===== config.mk =====
export PLATFORM = sky130hd
export DESIGN_NAME = btn_dir_ctrl
export DESIGN_NICKNAME = d
export VERILOG_FILES = /design/src/rtl/btn_dir_ctrl.sv
export SDC_FILE = /design/constraint.sdc
export NUM_CORES = 1
export LEC_CHECK = 0
export CORE_UTILIZATION = 30
export DETAILED_ROUTE_END_ITERATION = 8
export GPL_TIMING_DRIVEN = 0
export PLACE_DENSITY = 0.49
export RECOVER_POWER = 100
export SETUP_SLACK_MARGIN = 0.05
export SKIP_CTS_REPAIR_TIMING = 1
export SLEW_MARGIN = 15
export SYNTH_ARGS = -nofsm -noshare
export SYNTH_HDL_FRONTEND = slang
export SYNTH_SLANG_ARGS = --single-unit

===== constraint.sdc =====
create_clock -name clk -period 6.4 [get_ports clk]
set_input_delay 1.28 -clock clk [delete_from_list [all_inputs] [get_ports clk]]
set_output_delay 1.28 -clock clk [all_outputs]
set_load 0.01 [all_outputs]

===== src/rtl/btn_dir_ctrl.sv =====
// Four-button direction controller: synchronise, debounce and edge-detect each
// button, then hold one pending request and commit it on the next game tick.
module btn_dir_ctrl #(
  parameter int unsigned DEBOUNCE_CYCLES = 1000000,
  parameter logic [1:0]  DIR_RESET       = 2'd0
) (
  input  logic       clk,
  input  logic       rst_n,
  input  logic       btn_t,
  input  logic       btn_d,
  input  logic       btn_l,
  input  logic       btn_r,
  input  logic       tick,
  output logic [1:0] dir,
  output logic       dir_changed,
  output logic [3:0] btn_level,
  output logic [7:0] commit_cnt
);

  typedef enum logic [1:0] {
    DIR_UP    = 2'd0,
    DIR_DOWN  = 2'd1,
    DIR_LEFT  = 2'd2,
    DIR_RIGHT = 2'd3
  } dir_t;

  localparam logic [19:0] CNT_LAST = 20'(DEBOUNCE_CYCLES - 1);

  logic [3:0]  raw;
  logic [3:0]  sync_a;
  logic [3:0]  sync_b;
  logic [3:0]  level;
  logic [3:0]  level_d;
  logic [3:0]  press;
  logic [19:0] cnt [4];

  logic        sel_valid;
  dir_t        sel_dir;
  logic        pend_valid;
  dir_t        pend_dir;
  dir_t        dir_q;

  // Bit order matches btn_level: {r, l, d, t}, i.e. bit index == direction code.
  assign raw = {btn_r, btn_l, btn_d, btn_t};

  function automatic dir_t reverse_of(input dir_t d);
    return dir_t'(d ^ 2'b01);
  endfunction

  always_ff @(posedge clk or negedge rst_n) begin
    if (!rst_n) begin
      sync_a  <= '0;
      sync_b  <= '0;
      level   <= '0;
      level_d <= '0;
      press   <= '0;
      for (int unsigned i = 0; i < 4; i++) begin
        cnt[i] <= '0;
      end
    end else begin
      sync_a  <= raw;
      sync_b  <= sync_a;
      level_d <= level;
      press   <= level & ~level_d;
      for (int unsigned i = 0; i < 4; i++) begin
        if (sync_b[i] == level[i]) begin
          cnt[i] <= '0;
        end else if (cnt[i] == CNT_LAST) begin
          level[i] <= sync_b[i];
          cnt[i]   <= '0;
        end else begin
          cnt[i] <= cnt[i] + 20'd1;
        end
      end
    end
  end

  always_comb begin
    sel_valid = |press;
    sel_dir   = DIR_RIGHT;
    if (press[0]) begin
      sel_dir = DIR_UP;
    end else if (press[1]) begin
      sel_dir = DIR_DOWN;
    end else if (press[2]) begin
      sel_dir = DIR_LEFT;
    end
  end

  // The tick consumes the old pending value; a same-cycle press is written
  // afterwards so it survives as the new pending request.
  always_ff @(posedge clk or negedge rst_n) begin
    if (!rst_n) begin
      dir_q       <= dir_t'(DIR_RESET);
      dir_changed <= 1'b0;
      commit_cnt  <= '0;
      pend_valid  <= 1'b0;
      pend_dir    <= DIR_UP;
    end else begin
      dir_changed <= 1'b0;
      if (tick && pend_valid) begin
        pend_valid <= 1'b0;
        if (pend_dir != dir_q && pend_dir != reverse_of(dir_q)) begin
          dir_q       <= pend_dir;
          dir_changed <= 1'b1;
          commit_cnt  <= commit_cnt + 8'd1;
        end
      end
      if (sel_valid) begin
        pend_valid <= 1'b1;
        pend_dir   <= sel_dir;
      end
    end
  end

  assign dir       = dir_q;
  assign btn_level = level;

endmodule

# Word level (Yosys, flattened, before mapping)
# Index checks and enable logic that the tools add are counted.
# totals
out_inout_bits	15
register_bits	114
# classes
n_eq_ne	10
bitwise	7
mux	15
add_sub_neg	5
reduce_logical	9
# op_table
op	n
two-way mux 20 bit	8
adder 20 x 1 -> 20 bit (second input constant)	4
equality test 20 bit (second input constant)	4
AND reduction 2 bit	5
adder 8 x 1 -> 8 bit (second input constant)	1
two-way mux 1 bit	5
inverter 1 bit	5
AND 4 bit	1
equality test 1 bit	4
two-way mux 2 bit	2
!= test 2 bit	2
inverter 4 bit	1
OR reduction 4 bit	1
logical AND 1 bit	2
nonzero test 2 bit	1

# Logic depth before layout (Yosys ltp)
# depth
depth_word	5
ltp_mapped	6
mapped_depth_nobuf	5

# Worst setup path after synthesis
# Ideal clock, no wire load.
# synth_path
path_kind	in2reg
from	input port tick
to	register commit_cnt[1]
setup_slack_ps	4242
n_path_buf	0
required_ps	6275
stages	3
arrival_ps	2033
cell_sequence	nand2_1 > nor2_1 > mux2_2
# synth_between
elab_chain_len	2
# synth_rtl
element	line_no	source
from (decl)	13	input logic tick,
logical AND 1 bit	101	if (tick && pend_valid) begin
AND reduction 2 bit (no source line)	n/a	
to (signal assigned)	106	commit_cnt <= commit_cnt + 8'd1;
to (decl)	17	output logic [7:0] commit_cnt
# No other way between the ends.
# A chain may end at the register's enable or synchronous reset.

==> metrics.md <==
| Metric | Value |
|---|---|
| Worst Setup Start Kind | input port |
| Die width | 133 um |
| Final Hold Fails | 0 |
| PwrDens | 299 nW/um2 |
| Post-synthesis cell type count | 35 |
| Synthesized net count | 511 |
| Compound-Gate Fraction of Synth Area | 5.72% |
| RSZ-0062 raised after global routing | false |
| DP HPWL | 6.49 mm |
| Fin. max-slew vios | 53 |
| Post-Syn Area | 5140 um2 |
| Min cycle time layout | 3.45 ns |
| # port buffers | 21 |
| DRT antenna net count | 0 |
| Number of synthesized register bits | 114 |
| Period Utilization, post-route | 54.0% |
| Num CTS Buffers | 17 |
| Share of layout cells above drive strength 1 | 8.68% |
| HP Class | reg2reg |
| Site Rows | 47 |
| Setup TNS | 0 ns |
| Htree depth | 4 |
| Initial Util | 30.9% |
| Placed Area | 5650 um2 |
| Multi-input combinational cell area | 2140 um2 |
| Min-delay src | sync_a[1] |
| TritonCTS Sinks | 114 |
| First-pass iteration count of the detailed router | 4 |
| CTS tree | done |
| Core ar. | 16600 um2 |
| Syn Inst Count | 499 |
| Status | finished, violations left |
| Longest Clk Path Bufs | 2 |
| Post-layout nets | 552 |
| Setup crit end kind | asynchronous set/reset pin |
| Synth Area in XOR/XNOR | 10.2% |
| Worst path buffer plus inverter count | 1 |
| Vias per cell | 4.76 |
| Leak Pwr | 2.60 nW |
| Critical path type | in2async |
| Maximum VDD drop | 0.000223 V |
| Largest family of logic cells by synthesized area | simple AND/OR/NAND/NOR gates |
| Final antenna diode count | 0 |
| Failing checks | max-capacitance violations, max-slew violations |
| Mux share of post-synthesis cell area | 1.92% |
| Final worst slack | 2.95 ns |
| Die area | 17700 um2 |
| Via count | 3682 |
| Post-layout util | 38.0% |
| Reg clk slew, reported paths | 0.05 ns |
| Fraction of the mapped netlist area in simple logic gates | 22.9% |
| Area occupied by registers | 2850 um2 |
| CP peak stage delay | 2.02 ns |
| Least-Margin Pin Slew | 2.91 ns |
| Initial antenna violation count | 0 |
| Largest net degree at the start of global routing | 63 |
| Max Cap Violations | 1 |
| First-pass GRT wire length | 17.1 mm |
| GRT Total Usage | 12.2% |
| Critical-path cell list | clkbuf_1 |
| Total Power | 1.89 mW |
| Gr ovfl total | 0 |
| Final Wtd Congestion | 0.758 |
| Die Y | 133 um |
| Fill count | 1630 |
| Synth warnings | 0 |
| CP Data Required Time | 6.28 ns |
| Total I/O pin count | 22 |
| Register area share after synthesis | 55.5% |
| Crit-path max FO | 53 |
| Design area | 6320 um2 |
| Post-Route WL | 9.61 mm |
| Final Setup Violations | 0 |
| CP delay by family, top | buffers and inverters |
| Vias in the first global route | 3600 |
| Drt wl/cell | 12.4 um |
| Slowest-stage cell, CP | clkbuf_1 |
| DRC viols | 0 |
| R2R Path Start | cnt[60] |
| Clock Skews | 0.00978 ns |
| Worst-Skew Late Latency | 0.41 ns |
| First DRT Iteration DRCs | 230 |
| Post-Place Worst Slack | 3.53 ns |
| Root Driver | clkbuf_16 |
| Worst Setup SP | rst_n |
| Syn_area_per_cell | 10.3 um2 |
| Worst Path Arrival | 3.33 ns |
| Max_slew headroom | -93.8% |
| Worst reg-to-reg setup slack | 3.48 ns |
| Max Clk Rate | 289 MHz |
| Adder-Cell Fraction of Synth Area | 1.22% |
| Synth-to-layout area growth | 23.0% |
## layout make-up
class / instances / area share (%)
clock inverters: 14 / 4.10
plain buffers: 12 / 0.713
well taps: 220 / 4.36
multi-input cells: 353 / 33.9
repair buffers: 22 / 3.66
clock buffers: 18 / 6.95
flip-flops and latches: 114 / 45.1
inverters: 20 / 1.19
## final timing paths
kind,endpoint,depth (start not counted)
worst max-delay path,cnt[50],1
worst min-delay path,sync_b[1],0
worst max register to register,cnt[69],6
worst min register to register,sync_b[1],0
max in group clk,cnt[69],6
min in group asynchronous,cnt[15],1
## registers in the layout (all words and copies together), names as in the netlist
register,flops
pend_dir,2
sync_b,4
dir_changed,1
btn_level,4
level_d,4
cnt,80
press,4
dir,2
commit_cnt,8
sync_a,4
pend_valid,1
## cell usage in the layout (no fill, tap or decap), types with 18 or more instances in the layout
cell type and instances:
a21oi_1 22, xnor2_1 42, nand3_1 32, o21ai_0 19, dlygate4sd3_1 20, xor2_1 18
nand2_1 24, nor2_1 71, dfrtp_1 114, inv_1 20
## cell usage after synthesis
master    count  area, um2
nor4b_1       3       26.3
o31ai_1       8       60.1
or2_2         1       6.26
mux2i_1       2       20.0
o21ai_0      18       90.1
ha_1          5       62.6
nand3_1      32        160
nand4_1      16        100
nor4_1       15       93.8
or4_1        13       97.6
inv_1        20       75.1
or4_4         1       11.3
and3_1        7       43.8
and3_2        1       7.51
o41ai_1       1       8.76
nor2_1       71        267
a31o_2        1       8.76
xor2_1       18        158
buf_6         1       11.3
o21ai_4       1       16.3
mux2_2        7       78.8
nor2b_1       5       31.3
xnor2_1      42        368
a21oi_1      22        110
clkbuf_1      9       33.8
nand3b_1      1       7.51
nor3_1       17       85.1
nand2_1      24       90.1
nand3_2       2       20.0
or3_1        13       81.3
or3_2         3       22.5
buf_2         2       10.0
or4bb_1       1       11.3
and2_1        2       12.5
dfrtp_1     114       2850
## per-layer routing
layer  GRT usage (%)  vias up  part of all wire (%)
met5               0        -                     0
met4            5.56        0                   1.2
met3            4.02        9                   3.0
met2            18.4       47                    46
met1            15.9     1786                    50
li1                -     1840                     -
## power by group
group | internal (mW) | leakage, nW | switching, mW | total [mW]
combinational | 0.0116 | 0.694 | 0.0286 | 0.0402
sequential | 0.730 | 1.56 | 0.00780 | 0.738
clock | 0.778 | 0.340 | 0.336 | 1.11
total | 1.52 | 2.60 | 0.372 | 1.89
## through the flow
stage | instances | hold WS (ns)
6_report | 773 | 0.345
5_1_grt | 773 | 0.365
4_1_cts | 773 | 0.346
3_5_place_dp | 741 | 0.335
3_3_place_gp | 740 | 0.333
2_1_floorplan | 499 | 0.331
## cells by family (layout without fill, tap and decap cells)
logic type / Yosys count / in the layout
xor gates and xnor gates: 60 / 60
and+or+nand+nor: 228 / 228
AOI/OAI and AO/OA: 51 / 51
adders and majority gates: 5 / 5
buffers and inverters: 32 / 86
DFF: 114 / 114
muxes: 9 / 9
(Power assumes the default switching activity.)
